`src/rtl/ks_gen_pkg.sv`:
```
// Shared types and constants for the keystream generator: FSM states,
// GF(2^8) reduction constant and the byte/word widths.
package ks_gen_pkg;

    localparam int BYTE_W = 8;
    localparam int WORD_W = 32;

    localparam logic [BYTE_W-1:0] GF_POLY = 8'h1B;

    typedef enum logic [1:0] {
        ST_IDLE,
        ST_WARMUP,
        ST_RUN,
        ST_DONE
    } ks_state_e;

    // Multiplication by 2 in GF(2^8), reduced by GF_POLY.
    function automatic logic [BYTE_W-1:0] xt(input logic [BYTE_W-1:0] b);
        return {b[BYTE_W-2:0], 1'b0} ^ (b[BYTE_W-1] ? GF_POLY : '0);
    endfunction

endpackage

```
`src/rtl/ks_gen_s.sv`:
```
// Byte-mixing function s: folds the 32-bit state {A0,A1,A2,A3} into one byte
// f = A0 ^ xt(A1^A2) ^ A2 ^ A3. Purely combinational.
module s
    import ks_gen_pkg::*;
(
    input  logic [WORD_W-1:0] data_in,
    output logic [BYTE_W-1:0] data_out
);

    logic [BYTE_W-1:0] a0, a1, a2, a3;

    assign a0 = data_in[31:24];
    assign a1 = data_in[23:16];
    assign a2 = data_in[15:8];
    assign a3 = data_in[7:0];

    assign data_out = a0 ^ xt(a1 ^ a2) ^ a2 ^ a3;

endmodule

```
`src/rtl/ks_gen.sv`:
```
// Keystream generator: a 32-bit shift-and-mix state that is seeded, stepped
// WARMUP times without output, then emits len bytes under valid/ready.
module ks_gen
    import ks_gen_pkg::*;
#(
    parameter int WARMUP = 16
) (
    input  logic        clk,
    input  logic        rst,
    input  logic        load,
    input  logic [31:0] seed_in,
    input  logic        start,
    input  logic [15:0] len,
    output logic [7:0]  ks_out,
    output logic        ks_valid,
    input  logic        ks_ready,
    output logic        busy,
    output logic        done
);

    localparam logic [7:0] WARM_LAST = 8'(WARMUP - 1);

    ks_state_e         state_q, state_nxt;
    logic [WORD_W-1:0] word_q;
    logic [WORD_W-1:0] word_step;
    logic [15:0]       rem_q;
    logic [7:0]        warm_q;
    logic              done_q;
    logic [BYTE_W-1:0] f;
    logic              xfer;

    s u_mix (
        .data_in  (word_q),
        .data_out (f)
    );

    assign word_step = {word_q[23:0], f};
    assign xfer      = ks_valid & ks_ready;

    assign ks_out   = f;
    assign ks_valid = (state_q == ST_RUN) && (rem_q != '0);
    assign busy     = (state_q == ST_WARMUP) || (state_q == ST_RUN);
    assign done     = done_q;

    always_comb begin
        // NOTE: default first so every path assigns state_nxt and no latch is inferred.
        state_nxt = state_q;
        unique case (state_q)
            ST_IDLE, ST_DONE: begin
                if (start) begin
                    state_nxt = (WARMUP > 0) ? ST_WARMUP : ST_RUN;
                end
            end
            ST_WARMUP: begin
                if (warm_q == WARM_LAST) begin
                    state_nxt = ST_RUN;
                end
            end
            ST_RUN: begin
                // Leave on the last transfer, or at once when the run was empty.
                if (rem_q == '0 || (xfer && rem_q == 16'd1)) begin
                    state_nxt = ST_DONE;
                end
            end
            default: state_nxt = ST_IDLE;
        endcase
    end

    always_ff @(posedge clk) begin
        // NOTE: non-blocking assignments so every register samples pre-edge values.
        if (rst) begin
            state_q <= ST_IDLE;
            word_q  <= '0;
            rem_q   <= '0;
            warm_q  <= '0;
            done_q  <= 1'b0;
        end else begin
            state_q <= state_nxt;
            done_q  <= (state_nxt == ST_DONE) && (state_q != ST_DONE);
            unique case (state_q)
                ST_IDLE, ST_DONE: begin
                    if (load) begin
                        word_q <= seed_in;
                    end
                    if (start) begin
                        rem_q  <= len;
                        warm_q <= '0;
                    end
                end
                ST_WARMUP: begin
                    word_q <= word_step;
                    warm_q <= warm_q + 8'd1;
                end
                ST_RUN: begin
                    if (xfer) begin
                        word_q <= word_step;
                        rem_q  <= rem_q - 16'd1;
                    end
                end
                default: ;
            endcase
        end
    end

endmodule

```
`config.mk`:
```
export PLATFORM = sky130hd
export DESIGN_NAME = ks_gen
export DESIGN_NICKNAME = d
export VERILOG_FILES = /design/src/rtl/ks_gen_pkg.sv /design/src/rtl/ks_gen_s.sv /design/src/rtl/ks_gen.sv
export SDC_FILE = /design/constraint.sdc
export NUM_CORES = 1
export LEC_CHECK = 0
export BUFFER_PORTS_ARGS = -buffer_cell sky130_fd_sc_hd__buf_2
export CELL_PAD_IN_SITES_DETAIL_PLACEMENT = 1
export CELL_PAD_IN_SITES_GLOBAL_PLACEMENT = 2
export CORE_AREA = 2 2 102 114
export DETAILED_ROUTE_END_ITERATION = 10
export DIE_AREA = 0 0 104 116
export PLACE_DENSITY_LB_ADDON = 0.1
export SLEW_MARGIN = 20
export SYNTH_ARGS = -nofsm -noshare
export SYNTH_HDL_FRONTEND = slang
export SYNTH_SLANG_ARGS = --single-unit
```
`constraint.sdc`:
```
create_clock -name clk -period 2.56 [get_ports clk]
set_input_delay 0.384 -clock clk [delete_from_list [all_inputs] [get_ports clk]]
set_output_delay 0.384 -clock clk [all_outputs]
set_load 0.02 [all_outputs]
```
==> out/summary.txt, run 1 <==
Drt first pass iters: 4
RR Startpoint: state_q[1]$_SDFF_PP0_
Hold crit path type: in -> reg
Clock root cell: clkbuf_16
Peak supply drop: 366 uV
Initial Utilization: 33.4%
Hold_buf cts: 0
TNS Setup: 0 ps
Site row count: 40
Initial DRC Count: 109
Core ar.: 0.0108 mm^2
Syn Inst Count: 395
Sequential area share after synthesis: 32.7%
Max-slew violations: 0
Routed WL: 11000 um
Endpoints failing setup: 0
Final period util: 92.5%
Clk sinks: 59
Min Tclk post-route: 2370 ps
Area of the multi-input gates: 0.00223 mm^2
First-pass GRT wire length: 18300 um
Library cells used by synthesis: 58
DP Wirelength: 7510 um
Hold Fails Final Rpt: 0
RR Endpoint: rem_q[8]$_SDFFE_PP0P_
Placer congestion estimate: 0.806
WP data required: 2180 ps
Yosys warning total: 0
Max Clk Rate: 422 MHz
Layout area overhead: 21.7%
CP Capture Type: output pin
Final Hold Slack: 335 ps
Slew margin rel.: 57.2%
Status: finished clean
Mux cell area share after synthesis: 8.95%
DIE AREA: 0.0121 mm^2
Flop-to-flop setup slack: 380 ps
Compound-cell area share of the yosys netlist: 26.0%
Worst reg-to-reg path cell count: 5
Net Count, Synth: 455
Critical Path AT: 1980 ps
Synthesized area: 0.00361 mm^2
Skew final: 5.63 ps
Hold Startpoint: seed_in[3]
Max_cap viols: 0
Number of buffers created by CTS: 9
P_leak: 1.86 nW
Endpoint with the worst hold slack: word_q[3]$_SDFFE_PP0P_
CTS tree: built
Layout cells sized above 1: 23.3%
Startpoint Class: flop
Number of flops mapped to enable cells by yosys: 0
Pin count of the biggest net entering global routing: 40
CP Class: reg -> out
CP max FO: 7
Post-route ant nets: 0
Number of port buffers: 63
DR vias: 3283
Clock Tree Buf Depth: 2
I/O Pins: 64
Fraction of the mapped netlist area in simple logic gates: 13.6%
# fillers: 1284
Final core area utilization: 40.6%
Register cell area after layout: 0.00118 mm^2
Gr usage total: 19.1%
Routed vias/inst: 5.41
DRC: 0
Per-cell routed wire length: 18.1 um
Post-Synth Adder-Cell Area: 2.43%
Ys async rst share: 0%
Largest family of logic cells by synthesized area: compound AO/OA/AOI/OAI gates
Nets: 514
Gr ovfl total: 0
Prevailing post-synth register cell: dfxtp_1
Avg Cell Area, Syn: 9.14 um^2
Initial antenna violation count: 1
Unrepaired setup endpoints after global routing: false
Number of cells on the worst hold path: 3
Clk_lat worst skew: 330 ps
Die width: 104 um
#FFs+latches synth: 59
Worst-margin pin slew: 642 ps
Vias in the first global route: 3488
Synth Area in XOR/XNOR: 10.7%
Clock H-tree levels: 3
PwrDens: 705 mW/mm^2
Reg clk slew, reported paths: 50 ps
Die height: 116 um
==> metrics by stage <==
step	power, mW	setup slack (ps)	instance area (um^2)	cells
floorplan	1.66	559	3610	395
global route	3.26	53.1	4390	606
CTS	3.14	95.5	4380	606
global placement	1.91	413	4100	590
finish	3.10	192	4390	607
detailed placement	1.92	322	4100	590
==> sequential cells by signal, summed over array words and instances, names as in the netlist <==
register  flops
warm_q        8
done          1
rem_q        16
state_q       2
word_q       32
==> synth_stat cells, types with 4 or more instances <==
cell type,number,area share (%)
a311oi_1,4,0.97
a21oi_1,48,6.7
a31oi_1,10,1.7
xor2_1,8,1.9
nor4b_1,5,1.2
nand2_1,14,1.5
o31ai_1,13,2.7
clkbuf_1,18,1.9
nor2_1,18,1.9
a211oi_1,32,6.7
nor2b_1,12,2.1
mux2i_1,30,8.3
buf_2,7,0.97
xnor3_1,9,5.6
nor3_1,8,1.1
buf_6,4,1.2
o311ai_0,5,1.2
ha_1,7,2.4
dfxtp_1,59,33
nand4_1,5,0.87
xnor2_1,13,3.2
inv_1,9,0.94
==> layer usage <==
metal	up-vias	GRT usage (%)	routed length (um)	share of wire [%]
met4	0	6.49	187	1.7
met3	15	4.39	392	3.6
met2	48	34.5	5500	50
met5	-	0	0	0
li1	1630	-	-	-
met1	1590	22.6	4930	45
==> cell families (layout without fill, tap and decap cells) <==
family                     after synthesis  count (layout)
AOI/OAI and AO/OA                      137             137
xor gates and xnor gates                30              30
adders and majority gates                7               7
buffers and inverters                   43             107
DFF                                     59              59
muxes                                   32              32
other                                    0               1
and+or+nand+nor                         87              87
==> how the worst max path moves through the flow <==
stage,depth (start not counted),slack [ps],startpoint,to
after floorplan,9,560,state_q[0]$_SDFF_PP0_,rem_q[12]$_SDFFE_PP0P_
after global placement,5,410,state_q[1]$_SDFF_PP0_,rem_q[8]$_SDFFE_PP0P_
after detailed placement,6,320,state_q[0]$_SDFF_PP0_,rem_q[8]$_SDFFE_PP0P_
after CTS,6,100,rem_q[0]$_SDFFE_PP0P_,ks_valid
after global routing,6,50,rem_q[0]$_SDFFE_PP0P_,ks_valid
final,4,190,rem_q[8]$_SDFFE_PP0P_,ks_valid
==> where the power goes <==
group	leakage (nW)	switching [mW]	total (mW)	internal, mW
sequential	0.487	0.0838	1.08	0.993
clock	0.141	0.423	1.20	0.780
combinational	1.23	0.440	0.818	0.378
==> placed cells by master, fill, tap and decap left out, drive strengths merged, types with 10 or more instances in the layout <==
cell type / synthesis / layout
buf: 15 / 81
dfxtp: 59 / 59
a21oi: 48 / 48
a211oi: 32 / 32
mux2i: 30 / 30
nor2: 19 / 19
nand2: 14 / 14
clkbuf: 18 / 14
xnor2: 13 / 13
o31ai: 13 / 13
nor2b: 12 / 12
a31oi: 10 / 10
inv: 10 / 10
==> timing repair <==
action / in CTS / in global routing
gates resized for setup: 0 / 2
buffers inserted: 0 / 0
endpoints found under the hold margin: 0 / 0
setup endpoints to repair: 0 / 1
==> worst max-delay path, stage by stage (launching register included) <==
cell and delay (ps):
dfxtp_1 380, or4_1 650, nor2_1 320, a31oi_1 130
buf_2 180
==> cell type report <==
| type | count | share of cell area [%] |
|---|---|---|
| Timing Repair Buffer | 81 | 10.5 |
| Sequential cell | 59 | 26.9 |
| Clock inverter | 2 | 0.798 |
| Clock buffer | 14 | 5.78 |
| Antenna cell | 1 | 0.0570 |
| Tap cell | 147 | 4.19 |
| Multi-Input combinational cell | 293 | 50.9 |
| Inverter | 10 | 0.855 |
Power figures use the tool's default switching activity.
==> run 2, diff against run 1 <==
Clock period 2.56 ns to 2.6 ns, I/O delays scaled along.
==> out/summary.txt, run 2 (same netlist as run 1, synthesis figures left out) <==
Status: finished clean
Worst setup margin: 161 ps (-30.7 ps)
Met2 Wirelength: 5310 um (-3.5%)
Internal power: 1.98 mW (-7.8%)
Clock H-tree levels: 3 (unchanged)
Min Tclk post-route: 2440 ps
Sequential Power Share: 36.6% (+1.8 points)
CTS tree: built
# fillers: 1309 (+1.9%)
Per-cell routed wire length: 18.0 um (-0.68%)
Nets: 514 (unchanged)
Met3 WL post-DR: 383 um (-2.3%)
Pin count of the biggest net entering global routing: 34 (-15%)
Hold Fails Final Rpt: 0 (unchanged)
Worst-margin pin slew: 785 ps (+143 ps)
CP Class: reg -> out
CP max FO: 6 (-1)
Clk sinks: 59 (unchanged)
Max_cap viols: 0 (unchanged)
DP Wirelength: 7540 um (+0.42%)
Clock Tree Buf Depth: 2 (unchanged)
Area after DPL: 0.00410 mm^2 (unchanged)
Clock root cell: clkbuf_16
Reg clk slew, reported paths: 60 ps (about the same)
Peak supply drop: 259 uV (-29%)
Layout cells sized above 1: 22.3% (-0.99 points)
Overall Power: 2.90 mW (-6.2%)
Skew final: 11.9 ps (+6.28 ps)
Placer congestion estimate: 0.778 (-3.5%)
Initial Utilization: 33.4% (unchanged)
Combinational Power Share: 27.8% (+1.4 points)
Max-slew violations: 0 (unchanged)
Startpoint Class: flop
Clk_lat worst skew: 330 ps (about the same)
Drt first pass iters: 4 (unchanged)
Site row count: 40 (unchanged)
Max FFs per register: 32 (unchanged)
Number of buffers created by CTS: 9 (unchanged)
I/O Pins: 64 (unchanged)
Unrepaired setup endpoints after global routing: false
Area of the multi-input gates: 0.00223 mm^2 (-0.22%)
PwrDens: 669 mW/mm^2 (-5.2%)
Dpl ws: 404 ps (+82.2 ps)
DIE AREA: 0.0121 mm^2 (unchanged)
# resized after CTS: 0 (unchanged)
Initial DRC Count: 92 (-16%)
Hold crit path type: in -> reg
Switching portion of total power: 31.7% (+1.1 points)
Most frequent cells in the layout: buf_2, dfxtp_1, a21oi_1
Post-route ant nets: 0 (unchanged)
Critical Path AT: 2050 ps (+70 ps)
Clock share of power: 35.6% (-3.2 points)
Routed WL: 10900 um (-1.0%)
Die height: 116 um (unchanged)
Gr ovfl total: 0 (unchanged)
Initial antenna violation count: 1 (unchanged)
WP data required: 2210 ps (+30 ps)
Final core area utilization: 40.2% (-0.46 points)
Leading cell type in the layout, fill and taps excluded: buf_2
Number of port buffers: 63 (unchanged)
Hold_buf cts: 0 (unchanged)
Top Registers: word_q x32, rem_q x16, warm_q x8
TNS Setup: 0 ps (unchanged)
Slew margin rel.: 47.2% (-10 points)
Final period util: 93.8%
Register cell area after layout: 0.00118 mm^2 (unchanged)
Most flops, register: word_q
Max Clk Rate: 410 MHz
Core ar.: 0.0108 mm^2 (unchanged)
Routed vias/inst: 5.46 (+0.88%)
P_leak: 1.84 nW (-1.2%)
Switch Pwr: 0.920 mW (-2.8%)
Post-CTS setup buffers: 0 (unchanged)
Gr usage total: 18.9% (-0.21 points)
Finished Cell Area: 0.00434 mm^2 (-1.1%)
Wl on met1: 5090 um (+3.2%)
Endpoints failing setup: 0 (unchanged)
Top Metal Used: met4
Die width: 104 um (unchanged)
Vias in the first global route: 3481 (-0.20%)
DR vias: 3301 (+0.55%)
DRC: 0 (unchanged)
First-pass GRT wire length: 18000 um (-1.6%)
CP Capture Type: output pin
Layout area overhead: 20.3%
==> run 2: changes by cell type in the layout (fill, tap and decap cells not counted), sizes merged <==
cell	previous run	this run
clkinv	1	0
bufinv	1	0
==> run 2: routing by layer <==
metal,up-vias,track usage [%]
met5,-,0
met3,12,3.37
met2,81,32.4
li1,1626,-
met1,1582,24.3
met4,0,6.40
==> run 2: critical path, cell delays in order (launching register included) <==
cell     delay (ps)
dfxtp_1         340
inv_1           110
ha_1            260
or3b_2          510
nor2_1          180
a31oi_1         120
buf_2           180
==> run 2: through the flow <==
stage	instances	hold WS (ps)
global placement	590	494
detailed placement	590	510
CTS	604	327
floorplan	395	470
finish	605	334
global route	604	347
==> run 2: power groups by stage <==
stage          combinational [mW]  sequential (mW)  clock, mW
4_1_cts                     0.817             1.06       1.06
6_report                    0.807             1.06       1.03
5_1_grt                     0.880             1.07       1.10
3_3_place_gp                0.808             1.08          0
2_1_floorplan               0.585             1.05          0
3_5_place_dp                0.813             1.08          0
==> run 2: worst paths after layout <==
kind              slack [ps]                    from                endpoint  cells after the start
setup / recovery         160   rem_q[0]$_SDFFE_PP0P_                ks_valid                      6
hold / removal           330              seed_in[1]  word_q[1]$_SDFFE_PP0P_                      3
setup reg to reg         420   state_q[0]$_SDFF_PP0_  rem_q[10]$_SDFFE_PP0P_                      7
hold reg to reg          510  warm_q[0]$_SDFFE_PP0P_  warm_q[0]$_SDFFE_PP0P_                      2
==> run 2: cell type report <==
| class | instances | share of cell area [%] |
|---|---|---|
| antenna | 1 | 0.0576 |
| clock buffer | 14 | 5.62 |
| inverter | 10 | 0.865 |
| multi-input combinational | 293 | 51.4 |
| sequential | 59 | 27.2 |
| tap | 147 | 4.24 |
| timing repair buffer | 81 | 10.7 |
==> run 3, diff against run 2 <==
Settings changed: CORE_AREA 2 2 102 114 to 2 2 100 112, CTS_BUF_LIST set to sky130_fd_sc_hd__clkbuf_8, DIE_AREA 0 0 104 116 to 0 0 102 114.
==> out/summary.txt, run 3 (same netlist as run 1, synthesis figures left out) <==
Number of port buffers: 63 (unchanged)
Switching portion of total power: 33.4% (+1.7 points)
Layout area overhead: 18.8%
Routed WL: 10700 um (-1.5%)
Initial DRC Count: 92 (unchanged)
Post-route ant nets: 0 (unchanged)
Site row count: 40 (unchanged)
CP max stage cell: or3b_2
Biggest cell delay along the critical path: 510 ps (about the same)
Switch Pwr: 0.888 mW (-3.5%)
TNS Setup: 0 ps (unchanged)
Violated checks: DRC
Post-CTS setup buffers: 0 (unchanged)
DP Wirelength: 7430 um (-1.5%)
Max-slew violations: 0 (unchanged)
Leading cell type in the layout, fill and taps excluded: buf_2
Overall Power: 2.66 mW (-8.4%)
Number of buffers created by CTS: 9 (unchanged)
Unrepaired setup endpoints after global routing: false
Core ar.: 0.0106 mm^2 (-1.9%)
CP Launch Point: rem_q[0]$_SDFFE_PP0P_
Peak supply drop: 250 uV (-3.5%)
CP Class: reg -> out
Per-cell routed wire length: 17.7 um (-2.0%)
Drt first pass iters: 7 (+3)
Max FFs per register: 32 (unchanged)
Reg clk slew, reported paths: 70 ps (about the same)
Nets: 516 (+0.39%)
Sequential Power Share: 39.8% (+3.2 points)
CP Capture Type: output pin
Gr usage total: 19.5% (+0.54 points)
Clk sinks: 59 (unchanged)
Routed vias/inst: 5.53 (+1.3%)
Layout cells sized above 1: 23.3% (+0.94 points)
Startpoint Class: flop
CP max FO: 6 (unchanged)
Endpoints failing setup: 0 (unchanged)
Die width: 102 um (-1.9%)
Most flops, register: word_q
First-pass GRT wire length: 17600 um (-2.4%)
Max_cap viols: 0 (unchanged)
DR vias: 3362 (+1.8%)
RR Startpoint: state_q[0]$_SDFF_PP0_
I/O Pins: 64 (unchanged)
Clk_lat worst skew: 350 ps (+20 ps)
Hold Fails Final Rpt: 0 (unchanged)
Gr ovfl total: 0 (unchanged)
CTS tree: built
Crit path buffers/inverters: 2 (unchanged)
P_leak: 1.83 nW (-0.31%)
Clock share of power: 29.8% (-5.8 points)
Top delay family on crit path: simple AND/OR/NAND/NOR gates
Most frequent cells in the layout: buf_2, dfxtp_1, a21oi_1
Clock root cell: clkbuf_8
DIE AREA: 0.0116 mm^2 (-3.6%)
PwrDens: 620 mW/mm^2 (-7.2%)
Slew margin rel.: 55.0% (+7.8 points)
Placer congestion estimate: 0.816 (+4.8%)
Clock Tree Buf Depth: 2 (unchanged)
Worst-margin pin slew: 675 ps (-110 ps)
Vias in the first global route: 3362 (-3.4%)
# resized after CTS: 0 (unchanged)
Dpl ws: 344 ps (-60.5 ps)
Hold Startpoint: seed_in[1]
Critical Path AT: 2060 ps (about the same)
Final Hold Slack: 322 ps (-11.3 ps)
Skew final: 17.8 ps (+5.86 ps)
Worst setup margin: 147 ps (-14.3 ps)
Pin count of the biggest net entering global routing: 37 (+8.8%)
Initial antenna violation count: 0 (-1)
Combinational Power Share: 30.5% (+2.7 points)
Die height: 114 um (-1.7%)
Initial Utilization: 34.0% (+0.63 points)
Internal power: 1.77 mW (-11%)
Final period util: 94.4% (+0.55 points)
Hold_buf cts: 0 (unchanged)
Min Tclk post-route: 2450 ps (+14.3 ps)
DRC: 2 (+2)
Hold crit path type: in -> reg
Clock H-tree levels: 3 (unchanged)
Worst-path cell chain: inv_1 > ha_1 > or3b_2 > nor2_1 > a31oi_1 > buf_2
Status: finished with violations
Top Registers: word_q x32, rem_q x16, warm_q x8
Max Clk Rate: 408 MHz (-0.58%)
WP data required: 2210 ps (about the same)
[run 3: worst min-delay path: stages]
cell and delay, ps:
buf_2 100, nand2_1 50, a311oi_1 80
[run 3: layout make-up]
cell class	instances	area, um^2
Antenna cell	1	2.50
Clock buffer	9	124
Clock inverter	6	51.3
Fill cell	1267	6320
Inverter	10	37.5
Multi-Input combinational cell	293	2230
Sequential cell	59	1180
Tap cell	147	184
Timing Repair Buffer	83	478
[run 3: path summary, 6_finish.rpt]
path / end / slack (ps) / depth (start not counted)
hold / removal: word_q[1]$_SDFFE_PP0P_ / 320 / 3
hold reg to reg: warm_q[0]$_SDFFE_PP0P_ / 520 / 2
setup / recovery: ks_valid / 150 / 6
setup reg to reg: rem_q[8]$_SDFFE_PP0P_ / 360 / 7
[run 3: power by group through the flow]
stage,sequential [mW],clock (mW),combinational (mW)
finish,1.06,0.792,0.811
global placement,1.08,0,0.809
floorplan,1.05,0,0.585
detailed placement,1.08,0,0.816
CTS,1.06,0.820,0.820
global route,1.07,0.863,0.888
[run 3: metal layers]
metal / routed length (um) / vias up / GRT usage (%)
li1: - / 1632 / -
met1: 4920 / 1664 / 25.1
met2: 5300 / 52 / 31.7
met3: 329 / 14 / 4.17
met4: 187 / 0 / 7.56
met5: 0 / - / 0
[run 3: per-stage QoR]
stage	instance area, um^2	cells	util (%)
final	4290	608	40.4
after global placement	4110	592	38.7
after CTS	4290	607	40.4
after floorplan	3610	395	-
after detailed placement	4110	592	38.7
after global routing	4290	607	40.4
